==> config.mk <==
export PLATFORM = sky130hd
export DESIGN_NAME = r_clk_module_srst
export DESIGN_NICKNAME = d
export VERILOG_FILES = /design/src/rtl/r_clk_module_srst_pkg.sv /design/src/rtl/r_clk_module_srst_sync.sv /design/src/rtl/r_clk_module_srst.sv
export SDC_FILE = /design/constraint.sdc
export NUM_CORES = 1
export LEC_CHECK = 0
export ABC_AREA = 1
export CAP_MARGIN = 20
export CELL_PAD_IN_SITES_DETAIL_PLACEMENT = 0
export CELL_PAD_IN_SITES_GLOBAL_PLACEMENT = 1
export CORE_ASPECT_RATIO = 0.5
export CORE_MARGIN = 3
export CORE_UTILIZATION = 30
export DETAILED_ROUTE_END_ITERATION = 10
export GPL_ROUTABILITY_DRIVEN = 0
export HOLD_SLACK_MARGIN = 0.1
export PLACE_DENSITY_LB_ADDON = 0.08
export SLEW_MARGIN = 20
export SYNTH_ARGS = -nofsm -noshare
export SYNTH_HDL_FRONTEND = slang
export SYNTH_SLANG_ARGS = --single-unit
==> constraint.sdc <==
create_clock -name r_clk -period 3.5 [get_ports r_clk]
set_clock_uncertainty 0.2 [all_clocks]
set_input_delay 0.7 -clock r_clk [delete_from_list [all_inputs] [get_ports r_clk]]
set_output_delay 0.7 -clock r_clk [all_outputs]
set_load 0.1 [all_outputs]
==> src/rtl/r_clk_module_srst_pkg.sv <==
// rtl/r_clk_module_srst_pkg.sv - shared async FIFO pointer helpers (Gray/binary conversion, pointer width)
package r_clk_module_srst_pkg;

  // Pointers carry one extra bit beyond the address so full and empty can be told apart.
  function automatic int ptr_width(input int address_size);
    return address_size + 1;
  endfunction

  // Reflected binary code: adjacent values differ in exactly one bit.
  function automatic logic [31:0] binary_to_gray(input logic [31:0] bin);
    return bin ^ (bin >> 1);
  endfunction

  // Each binary bit is the XOR of all Gray bits at or above it.
  function automatic logic [31:0] gray_to_binary(input logic [31:0] gray);
    logic [31:0] bin;
    bin[31] = gray[31];
    for (int i = 30; i >= 0; i--) begin
      bin[i] = bin[i + 1] ^ gray[i];
    end
    return bin;
  endfunction

endpackage

==> src/rtl/r_clk_module_srst_sync.sv <==
// rtl/r_clk_module_srst_sync.sv - two-flop synchronizer with synchronous active-high reset
module sync_2ff_srst #(
  parameter int SIZE = 1
) (
  input  logic            clk,
  input  logic            rst,
  input  logic [SIZE-1:0] in,
  output logic [SIZE-1:0] out
);

  logic [SIZE-1:0] q1;

  // First stage may go metastable; second stage gives it a full cycle to resolve.
  always_ff @(posedge clk) begin
    if (rst) begin
      q1  <= '0;
      out <= '0;
    end else begin
      q1  <= in;
      out <= q1;
    end
  end

endmodule

==> src/rtl/r_clk_module_srst.sv <==
// rtl/r_clk_module_srst.sv - read-domain half of the async FIFO: read pointer, address, empty flags, level
module r_clk_module_srst
  import r_clk_module_srst_pkg::*;
#(
  parameter int ADDRESS_SIZE    = 4,
  parameter int ALMOST_EMPTY_TH = 2
) (
  input  logic                  r_clk,
  input  logic                  r_rst,
  input  logic                  r_en,
  input  logic [ADDRESS_SIZE:0] w_ptr,
  output logic [ADDRESS_SIZE:0] r_ptr,
  output logic [ADDRESS_SIZE-1:0] r_addr,
  output logic                  r_empty,
  output logic                  r_almost_empty,
  output logic [ADDRESS_SIZE:0] r_level
);

  localparam int PW = ptr_width(ADDRESS_SIZE);
  localparam logic [PW-1:0] DEPTH = PW'(2 ** ADDRESS_SIZE);
  localparam logic [PW-1:0] AE_TH = PW'(ALMOST_EMPTY_TH);

  logic [PW-1:0] r_bin;
  logic [PW-1:0] r_bnext;
  logic [PW-1:0] r_gnext;
  logic [PW-1:0] rq2;
  logic [PW-1:0] wbin;
  logic [PW-1:0] lvl_next;
  logic          rd_ok;

  sync_2ff_srst #(
    .SIZE (PW)
  ) u_w_ptr_sync (
    .clk (r_clk),
    .rst (r_rst),
    .in  (w_ptr),
    .out (rq2)
  );

  // Next read pointer and the pessimistic fill level seen from the read side.
  always_comb begin
    rd_ok    = r_en & ~r_empty;
    r_bnext  = r_bin + {{(PW - 1){1'b0}}, rd_ok};
    r_gnext  = PW'(binary_to_gray(32'(r_bnext)));
    wbin     = PW'(gray_to_binary(32'(rq2)));
    lvl_next = wbin - r_bnext;
  end

  // Pointer, address and flags all register together so the write side sees a coherent Gray pointer.
  always_ff @(posedge r_clk) begin
    if (r_rst) begin
      r_bin          <= '0;
      r_ptr          <= '0;
      r_addr         <= '0;
      r_empty        <= 1'b1;
      r_almost_empty <= 1'b1;
      r_level        <= '0;
    end else begin
      r_bin          <= r_bnext;
      r_ptr          <= r_gnext;
      r_addr         <= r_bnext[ADDRESS_SIZE-1:0];
      r_empty        <= (r_gnext == rq2);
      r_almost_empty <= (lvl_next <= AE_TH);
      r_level        <= lvl_next;
    end
  end

  // Level can never exceed depth, and the empty flag always agrees with a zero level.
  always_ff @(posedge r_clk) begin
    if (!r_rst) begin
      assert (lvl_next <= DEPTH);
      assert (r_empty == (r_level == '0));
    end
  end

endmodule

# [Word-level counts from Yosys, hierarchy flattened]
# Index checks and enable logic that the tools add are counted.
[totals] register_bits=31 latch_bits=0 mem_bits_rw=0 romBits=0 inputBits=8 output_inout_bits=16 word_cells=19 n_memories=0
[classes] add_sub_neg=2 n_mul=0 div=0 n_lt_le_gt_ge=1 n_eq_ne=1 n_shift=0 mux=0 n_bitwise=7 reduce_logical=0
[ops] op="$add 5x1->5" n=1
[ops] op="$eq 5x5->1" n=1
[ops] op="$le 5x2->1 const B" n=1
[ops] op="$sub 5x5->5" n=1
[ops] op="$xor 5x4->5" n=1
[ops] op="$xor 1x1->1" n=4
[ops] op="$and 1x1->1" n=1
[ops] op="$not 1->1" n=1

# [Longest topological paths before layout]
# Gate-level depths: netlist (run 1).
[logic_depth] ltp_word=6 mapped_depth=16 depth_no_buf=16

# [Cells and area by module]
# From an unflattened synthesis (run 1), not the netlist that was laid out.
[unflattened] cells_unflattened=167 area_unflattened_um2=1219.9
[by_module_without_submodules] module="r_clk_module_srst" n_inst=1 cells_per_inst=136 area_each_um2=933.4 seq_area_each_um2=320.3
[by_module_without_submodules] module="sync_2ff_srst" n_inst=1 cells_per_inst=31 area_each_um2=286.5 seq_area_each_um2=200.2

# [Worst setup path after synthesis (run 1)]
# Ideal clock, no wire load.
[synth_timing] kind="flip-flop to flip-flop" start="register r_addr[0] (netlist name)" end="register r_almost_empty" setup_ns=0.114 arrival_ns=2.667 required_time_ns=3.186 path_slack_ns=0.519 stages_incl_launch_ff=14 path_buffers=0 period_less_slack_ns=2.981 path_cell_list="dfxtp_1 ha_1 ha_1 inv_1 nand2_1 nand2_1 ha_1 a21oi_1 nand2_1 nand3b_1 nand3_1 nand2_1 nand2_1 nor2_1"
[synth_rtl] item="to (signal assigned)" line_no="r_clk_module_srst.sv:63" source="r_almost_empty <= (lvl_next <= AE_TH);"
[synth_rtl] item="to (decl)" line_no="r_clk_module_srst.sv:15" source="output logic r_almost_empty,"

# [Worst setup path in the final report (run 1)]
[layout_timing] start="input r_en" end="register r_almost_empty"
[layout_between] elab_chain_cells=4
[layout_rtl] item="from (decl)" line_no="r_clk_module_srst.sv:10" source="input logic r_en,"
[layout_rtl] item="$and 1x1->1" line_no="r_clk_module_srst.sv:42" source="rd_ok = r_en & ~r_empty;"
[layout_rtl] item="$add 5x1->5" line_no="r_clk_module_srst.sv:43" source="r_bnext = r_bin + {{(PW - 1){1'b0}}, rd_ok};"
[layout_rtl] item="$sub 5x5->5" line_no="r_clk_module_srst.sv:46" source="lvl_next = wbin - r_bnext;"
[layout_rtl] item="$le 5x2->1" line_no="r_clk_module_srst.sv:63"
# Every way passes these cells.
# A chain may end at the register's enable or synchronous reset.

==> run metrics, run 1 <==
first-pass GRT wire length=4200 um; wire per inst=approximately 10 um; Post-synth top cells=39 x nand2_1, 29 x inv_1, 26 x dfxtp_1; Setup crit end kind=flop; worst-case vdd ir drop=0.157 mV; HPWL after detailed placement=approximately 1900 um; Leak=0.767 nW; CTS tree=built; most used flip-flop cell after synthesis=dfxtp_1; starting utilization of the core area=33.6%; cell count after synthesis=around 170; core area=0.00368 sq mm; CP max stage cell=clkdlybuf4s50_1; num ports=24; initial antenna violation count=0; CP Max Fanout=5; Synth top area share=42.1%; minimum hold slack=205 ps; Initial DRC Count=18; Register Area=~520 sq um; H-tree depth=1; share of synthesized flip-flops with an asynchronous set or reset=0%; register area share after synthesis=between 40% and 50%; area of the die=0.00497 sq mm; CP delay by family, top=adder cells; grt total ovfl=0; endpoints failing setup=0; Max Root-Sink Buffers=2; PortBufs=23; required time of the worst setup path=about 3500 ps; footprint of the multi-input gates=a little under 600 sq um; Most common cell on crit path=nand2_1; largest cells by area after synthesis=dfxtp_1 42%, nand2_1 12%, inv_1 8.8%; setup TNS=0 ps; Synth Register Bits=26; CP Launch Type=input port; count leader, synth=nand2_1; Critical Path AT=3060 ps; clock sink count=26; Post CTS Setup Buffer Count=0; Die Span Y=51.4 um; max cap viols=0; # rows=15; critical path's largest stage delay=450 ps; WL final=approximately 2500 um; Slew Limit Fails=0; vias in the first global route=892; Die Wd=96.7 um; layout cells sized above 1=between 10% and 20%; Root Driver=clkbuf_8; Max Clk Rate=324 MHz; Pre-Repair DR Iteration Count=4; kind of critical path=input port to flop; fin util=42.0%; number of antenna diodes=0; EDFF count, synth=0; Layout area overhead=25.1%; filler instances=384; Via density=4.10; crit share post-route=around 90%; Place WS=132 ps; measured slew at the worst slew-check pin=290 ps; via count=983; antenna viol nets, final=0; DRC violations left=0; fin worst setup slack=413 ps; Hold Path Depth=2; clk slew on worst S/H paths=approximately 90 ps; Global Route Usage Sum=10.8%; Hold Crit Class=flop to flop; Synth Warn #=0; Final Hold Fails=0; RSZ-0062 raised after global routing=no; cell area power density=584 mW/mm^2; pin count of the biggest net entering global routing=26; Worst-Skew Late Latency=270 ps; critical path depth in cells=16; hold buffer count at CTS=0; Layout Nets=about 200; minimum period implied by the final worst setup slack=3090 ps; status=completed; post-synth top area cell=dfxtp_1; post-cts repair resize count=0; Max-slew headroom=80.6%; synthesized area=0.00123 sq mm; unique cell type count in the Yosys netlist=21; Net Count, Synth=180; Buf+Inv Stages, Crit Path=3; CP Cell Sequence=clkdlybuf4s50_1 -> inv_1 -> nor2_1 -> ha_1 -> ha_1 -> inv_1 -> nand2_1 -> nand2_1 -> ha_1 -> a21oi_1 -> nand2_1 -> nand3b_1 -> nand3_1 -> nand2_1 -> nand2_1 -> nor2_1; R2R cell count=15; clock buffer count from CTS=3; average cell area after synthesis=7.48 sq um
[worst paths after layout]
kind | from | to | slack, ps
setup / recovery | r_en | r_almost_empty$_SDFF_PP1_ | 410
hold / removal | u_w_ptr_sync.q1[1]$_SDFF_PP0_ | u_w_ptr_sync.out[1]$_SDFF_PP0_ | 210
setup reg to reg | u_w_ptr_sync.out[3]$_SDFF_PP0_ | r_almost_empty$_SDFF_PP1_ | 770
hold reg to reg | u_w_ptr_sync.q1[1]$_SDFF_PP0_ | u_w_ptr_sync.out[1]$_SDFF_PP0_ | 210
[report_power, final]
| part | switching (mW) | internal (mW) |
|---|---|---|
| Clock | 0.0971 | 0.153 |
| Combinational | 0.238 | 0.0820 |
| Sequential | 0.00950 | 0.323 |
| Total | 0.345 | 0.558 |
[cells by family (layout without fill, tap and decap cells)]
group | after synthesis | after routing | synth area share (%)
flops | 26 | 26 | 42.1
simple gates | 84 | 84 | 29.5
xor+xnor | 6 | 6 | 6.38
compound gates | 8 | 8 | 3.34
fa+ha+maj | 7 | 7 | 7.70
buf+inv | 34 | 58 | 10.9
[cell usage in the layout, fill, tap and decap left out]
| cell | instances |
|---|---|
| inv_1 | 29 |
| a21oi_1 | 7 |
| nand2_2 | 3 |
| xor2_1 | 2 |
| nand3b_1 | 1 |
| nor2_1 | 23 |
| dfxtp_1 | 26 |
| clkbuf_8 | 3 |
| ha_1 | 6 |
| buf_4 | 17 |
| nand4_1 | 3 |
| xor2_4 | 1 |
| clkdlybuf4s50_1 | 7 |
| nand2_1 | 39 |
| xor2_2 | 1 |
| a31oi_1 | 1 |
| nand3_1 | 13 |
| fa_1 | 1 |
| inv_2 | 1 |
| nand2_4 | 1 |
| bufinv_16 | 1 |
| nand3_2 | 1 |
| xnor2_1 | 2 |
[registers in the layout, indices dropped and copies added, names as in the netlist]
register / count
r_level: 5
u_w_ptr_sync.out: 5
u_w_ptr_sync.q1: 5
r_ptr: 5
r_bin: 1
r_addr: 3
r_almost_empty: 1
r_empty: 1
[per-layer routing]
metal,vias to the layer above,part of all wire (%),track usage (%)
met5,-,0,0
met4,0,0.32,1.40
met3,2,5.3,4.36
met2,20,43,17.2
met1,414,51,14.1
li1,547,-,-
[area by class of cell]
class / instances / share of cell area, %
tap: 51 / 4.13
timing repair buffer: 24 / 12.8
sequential: 26 / 33.7
clock buffer: 3 / 2.67
clock inverter: 1 / 1.94
inverter: 30 / 7.29
multi-input combinational: 105 / 37.5
[through the flow]
step           instances  power (mW)  area (sq um)
3_5_place_dp         236       0.663          1470
5_1_grt              240       0.958          1550
6_report             240       0.902          1550
4_1_cts              240       0.922          1550
2_1_floorplan        165       0.597          1230
3_3_place_gp         236       0.663          1470
[tightest hold or removal path: stages, from the launching register on]
cell	delay [ps]
dfxtp_1	310
inv_1	40
nor2_1	30
Power figures use the tool's default switching activity.
==> run 2: changes to the inputs <==
--- a/config.mk
+++ b/config.mk
@@ -11,7 +11,7 @@
 export CELL_PAD_IN_SITES_GLOBAL_PLACEMENT = 1
 export CORE_ASPECT_RATIO = 0.5
 export CORE_MARGIN = 3
-export CORE_UTILIZATION = 30
+export CORE_UTILIZATION = 36
 export DETAILED_ROUTE_END_ITERATION = 10
 export GPL_ROUTABILITY_DRIVEN = 0
 export HOLD_SLACK_MARGIN = 0.1
==> run metrics, run 2 (synthesis gave the netlist of run 1 again) <==
cell area power density=just under 600 mW/mm^2; Die Span Y=47.4 um; Final Hold Fails=0; area of the die=0.00421 sq mm; clock buffer count from CTS=3; Layout Nets=205; Leak=0.767 nW; most common cell after layout, fill and taps aside=nand2_1; post-cts repair resize count=0; layout cells sized above 1=15.3%; fin util=48.8%; # rows=14; clock sink count=26; kind of critical path=input port to flop; HPWL after detailed placement=~1800 um; GRT met2 Usage=18.1%; hold buffer count at CTS=0; placed insts=around 230; wire per inst=10.5 um; number of antenna diodes=0; starting utilization of the core area=between 30% and 40%; Global Route Usage Sum=12.1%; GR peak layer=met2; r2r setup slk=820 ps; clk slew on worst S/H paths=~90 ps; R2R cell count=15; commonest non-fill, non-tap cells in the layout=39 x nand2_1, 29 x inv_1, 26 x dfxtp_1; WL final=2400 um; PortBufs=23; Initial DRC Count=56; Die Wd=88.8 um; Max Root-Sink Buffers=2; Max Clk Rate=325 MHz; worst-case vdd ir drop=0.149 mV; RSZ-0062 raised after global routing=no; Setup crit end kind=flop; Worst Hold Launch=u_w_ptr_sync.q1[0]$_SDFF_PP0_; Hold Crit Class=flop to flop; minimum period implied by the final worst setup slack=3070 ps; Hold Path End=u_w_ptr_sync.out[0]$_SDFF_PP0_; setup TNS=0 ps; grt total ovfl=0; Root Driver=clkbuf_8; Pre-Repair DR Iteration Count=4; Post CTS Setup Buffer Count=0; required time of the worst setup path=3480 ps; endpoints failing setup=0; vias in the first global route=766; max cap viols=0; crit share post-route=87.8%; measured slew at the worst slew-check pin=311 ps; H-tree depth=1; num ports=24; CTS tree=built; Via density=4.25; met1 GRT Util=16.7%; CP Max Fanout=5; Non-Filler Instances=between 200 and 250; DRC violations left=0; Total Power=0.903 mW; Critical Path AT=between 3000 and 4000 ps; R2R Path Start=u_w_ptr_sync.out[3]$_SDFF_PP0_; first-pass GRT wire length=3720 um; antenna viol nets, final=0; Worst-Skew Late Latency=roughly 270 ps; Reg-to-Reg End=r_almost_empty$_SDFF_PP1_; via count=approximately 970; met3 global-route usage=between 4 and 5%; Hold Path Depth=2; CP Launch Type=input port; Slew Limit Fails=0; initial antenna violation count=0; Layout area overhead=24.0%; core area=between 0.003 and 0.004 sq mm; Max-slew headroom=between 70% and 80%; status=completed; pin count of the biggest net entering global routing=26
run 2: final cells by class:
class | instances | area [sq um]
clock buffer | 3 | 41.3
clock inverter | 1 | 30.0
fill | 331 | 1600
inverter | 30 | 113
multi-input combinational | 105 | 579
sequential | 26 | 520
tap | 40 | 50.0
timing repair buffer | 24 | 198
run 2: metrics by stage:
stage / setup slack, ps / cell area [sq um] / hold slack, ps
CTS: 419 / 1530 / 207
detailed placement: 122 / 1460 / 193
global route: 209 / 1530 / 219
floorplan: 519 / 1230 / 188
global placement: 190 / 1460 / 190
finish: 427 / 1530 / 205
run 2: worst max-delay path by stage:
stage,start,endpoint,depth (start not counted)
after CTS,r_en,r_almost_empty$_SDFF_PP1_,16
after global placement,r_en,r_almost_empty$_SDFF_PP1_,16
after detailed placement,r_en,r_almost_empty$_SDFF_PP1_,16
after global routing,r_en,r_almost_empty$_SDFF_PP1_,16
after floorplan,r_addr[0]$_SDFF_PP0_,r_almost_empty$_SDFF_PP1_,13
final,r_en,r_almost_empty$_SDFF_PP1_,16
run 2: report_power, final:
| group | internal (mW) | switching, mW | total (mW) |
|---|---|---|---|
| registers | 0.323 | 0.00985 | 0.333 |
| clock network | 0.153 | 0.0975 | 0.251 |
| logic | 0.0818 | 0.238 | 0.320 |
| total | 0.558 | 0.345 | 0.903 |
run 2: critical path, cell delays in order:
cell,delay [ps]
clkdlybuf4s50_1,450
inv_1,30
nor2_1,80
ha_1,240
ha_1,260
inv_1,70
nand2_1,60
nand2_1,100
ha_1,370
a21oi_1,180
nand2_1,100
nand3b_1,180
nand3_1,80
nand2_1,50
nand2_1,50
nor2_1,40
run 2: per-layer routing:
layer  vias to the layer above  part of all wire (%)
li1                        548                     -
met1                       404                    55
met2                        18                    40
met3                         4                   4.7
met4                         0                  0.63
met5                         -                     0
==> run 3: changes to the inputs <==
--- a/config.mk
+++ b/config.mk
@@ -5,13 +5,12 @@
 export SDC_FILE = /design/constraint.sdc
 export NUM_CORES = 1
 export LEC_CHECK = 0
-export ABC_AREA = 1
 export CAP_MARGIN = 20
 export CELL_PAD_IN_SITES_DETAIL_PLACEMENT = 0
 export CELL_PAD_IN_SITES_GLOBAL_PLACEMENT = 1
 export CORE_ASPECT_RATIO = 0.5
 export CORE_MARGIN = 3
-export CORE_UTILIZATION = 36
+export CORE_UTILIZATION = 37
 export DETAILED_ROUTE_END_ITERATION = 10
 export GPL_ROUTABILITY_DRIVEN = 0
 export HOLD_SLACK_MARGIN = 0.1
==> run metrics, run 3 <==
filler instances=249; R2R cell count=11; post-cts repair resize count=0; area of the die=~0.0037 sq mm; endpoints failing setup=0; Synth Register Bits=26; Critical Path AT=3120 ps; Final Hold Fails=0; Layout Nets=150; synthesized area=0.00111 sq mm; WL final=1940 um; register area share after synthesis=47.1%; Simple-Gate Fraction of Synth Area=about 17%; count leader, synth=dfxtp_1; commonest non-fill, non-tap cells in the layout=26 x dfxtp_1, 20 x buf_4, 14 x nor2b_1; Hold Crit Class=flop to flop; Leak=0.636 nW; number of antenna diodes=0; clk slew on worst S/H paths=80 ps; unique cell type count in the Yosys netlist=25; Setup crit end kind=flop; minimum period implied by the final worst setup slack=3140 ps; Register Area=520 sq um; post-synth top area cell=dfxtp_1; r2r setup slk=450 ps; cell count after synthesis=105; Die Wd=83.3 um; Non-Filler Instances=~170; core area=0.00272 sq mm; DRC violations left=0; num ports=24; kind of critical path=input port to flop; pin count of the biggest net entering global routing=15; most common cell after layout, fill and taps aside=dfxtp_1; xor/xnor share of the synthesized area=between 10% and 20%; Pre-Repair DR Iteration Count=4; initial antenna violation count=0; Max-slew headroom=between 70% and 80%; H-tree depth=1; grt total ovfl=0; Die Span Y=about 45 um; Post CTS Setup Buffer Count=0; first-pass GRT wire length=~3300 um; adder-cell share of the synthesized area=8.60%; Worst-Skew Late Latency=270 ps; via count=736; EDFF count, synth=0; CTS tree=built; Via density=4.30; CP Launch Type=input port; antenna viol nets, final=0; R2R Path Start=u_w_ptr_sync.out[4]$_SDFF_PP0_; max cap viols=0; share of synthesized flip-flops with an asynchronous set or reset=0%; Root Driver=clkbuf_8; worst-case vdd ir drop=0.268 mV; Setup crit end=r_almost_empty$_SDFF_PP1_; Worst setup startpoint=r_en; footprint of the multi-input gates=563 sq um; RSZ-0062 raised after global routing=no; measured slew at the worst slew-check pin=approximately 430 ps; Max Clk Rate=319 MHz; # rows=13; Global Route Usage Sum=12.1%; clock buffer count from CTS=3; Max Root-Sink Buffers=2; Synth top area share=47.1%; layout cells sized above 1=21.6%; largest family of logic cells by synthesized area=XOR/XNOR gates; CP Max Fanout=4; Post-synth top cells=26 x dfxtp_1, 14 x nor2b_1, 12 x nor2_1; fin worst setup slack=between 300 and 400 ps; hold buffer count at CTS=0; placed insts=167; Slew Limit Fails=0; starting utilization of the core area=40.7%; Net Count, Synth=120; required time of the worst setup path=3490 ps; most used flip-flop cell after synthesis=dfxtp_1; Total Power=0.816 mW; clock sink count=26; PortBufs=23; Finished Cell Area=0.00142 sq mm; complex-gate fraction of the synthesized area=6.45%; average cell area after synthesis=10.5 sq um; Layout area overhead=28.4%; status=completed; wire per inst=11.4 um; Reg-to-Reg End=r_almost_empty$_SDFF_PP1_; setup TNS=0 ps; Place WS=105 ps; cell area power density=575 mW/mm^2; largest cells by area after synthesis=dfxtp_1 47%, nor2b_1 7.9%, xnor2_1 7.1%; Synth Warn #=0; mux contribution to synthesized area=0.905%; vias in the first global route=723; HPWL after detailed placement=around 1600 um; crit share post-route=89.6%; placed cell areas=0.00137 sq mm; Initial DRC Count=5
==> run 3: cell count changes in the layout (fill, tap and decap cells not counted), moves of 2 or more <==
cell and change:
nand2_1 -35, inv_1 -25, nor2b_1 +14, nand3_1 -11
nor2_1 -11, xnor2_1 +7, xor2_1 +4, a21oi_1 -3
buf_4 +3, nand2_2 -3, nand4_1 -3, nand2b_1 +2
o21ai_0 +2
==> run 3: worst min path at each step <==
stage	end	depth (start not counted)	slack, ps	from
after global routing	u_w_ptr_sync.out[0]$_SDFF_PP0_	1	260	u_w_ptr_sync.q1[0]$_SDFF_PP0_
final	u_w_ptr_sync.out[0]$_SDFF_PP0_	1	240	u_w_ptr_sync.q1[0]$_SDFF_PP0_
after global placement	u_w_ptr_sync.out[3]$_SDFF_PP0_	1	220	u_w_ptr_sync.q1[3]$_SDFF_PP0_
after CTS	u_w_ptr_sync.out[0]$_SDFF_PP0_	1	240	u_w_ptr_sync.q1[0]$_SDFF_PP0_
after floorplan	u_w_ptr_sync.out[0]$_SDFF_PP0_	1	210	u_w_ptr_sync.q1[0]$_SDFF_PP0_
after detailed placement	u_w_ptr_sync.out[0]$_SDFF_PP0_	1	220	u_w_ptr_sync.q1[0]$_SDFF_PP0_
==> run 3: through the flow <==
| stage | utilization, % | hold WS [ps] |
|---|---|---|
| 2_1_floorplan | - | 214 |
| 3_3_place_gp | 50.3 | 217 |
| 3_5_place_dp | 50.3 | 221 |
| 4_1_cts | 52.3 | 242 |
| 5_1_grt | 52.3 | 261 |
| 6_report | 52.3 | 240 |
==> run 3: per-layer routing <==
layer	wire length, um	share of wire (%)	global-route usage [%]	vias to the layer above
met3	156	8.0	5.58	2
met1	1020	53	15.9	313
met4	20	1.0	3.91	0
met5	0	0	0	-
met2	745	38	17.7	24
li1	-	-	-	397
==> run 3: report_power, final <==
| part | internal, mW | switching (mW) | leakage [nW] | total [mW] |
|---|---|---|---|---|
| Combinational | 0.0843 | 0.210 | 0.393 | 0.294 |
| Clock | 0.101 | 0.0909 | 0.0288 | 0.192 |
| Sequential | 0.321 | 0.00942 | 0.214 | 0.330 |
==> run 3: worst max-delay path, stage by stage <==
cell,delay [ps]
clkdlybuf4s50_1,400
nor2b_1,130
ha_1,190
ha_1,310
inv_1,60
ha_1,280
nor2b_1,120
o21ai_0,300
and3_2,260
o211ai_1,100
a311oi_2,280
==> run 3: layout make-up <==
class                   count  area share, %
clock buffers               4           3.88
inverters                   4           1.06
multi-input cells          73           39.6
flip-flops and latches     26           36.7
well taps                  37           3.26
repair buffers             27           15.5
==> run 3: kinds of logic (layout without fill, tap and decap cells) <==
group	after synthesis	count (layout)
simple gates	37	37
flops	26	26
xor+xnor	18	18
compound gates	10	10
fa+ha+maj	7	7
buf+inv	6	35
mux	1	1
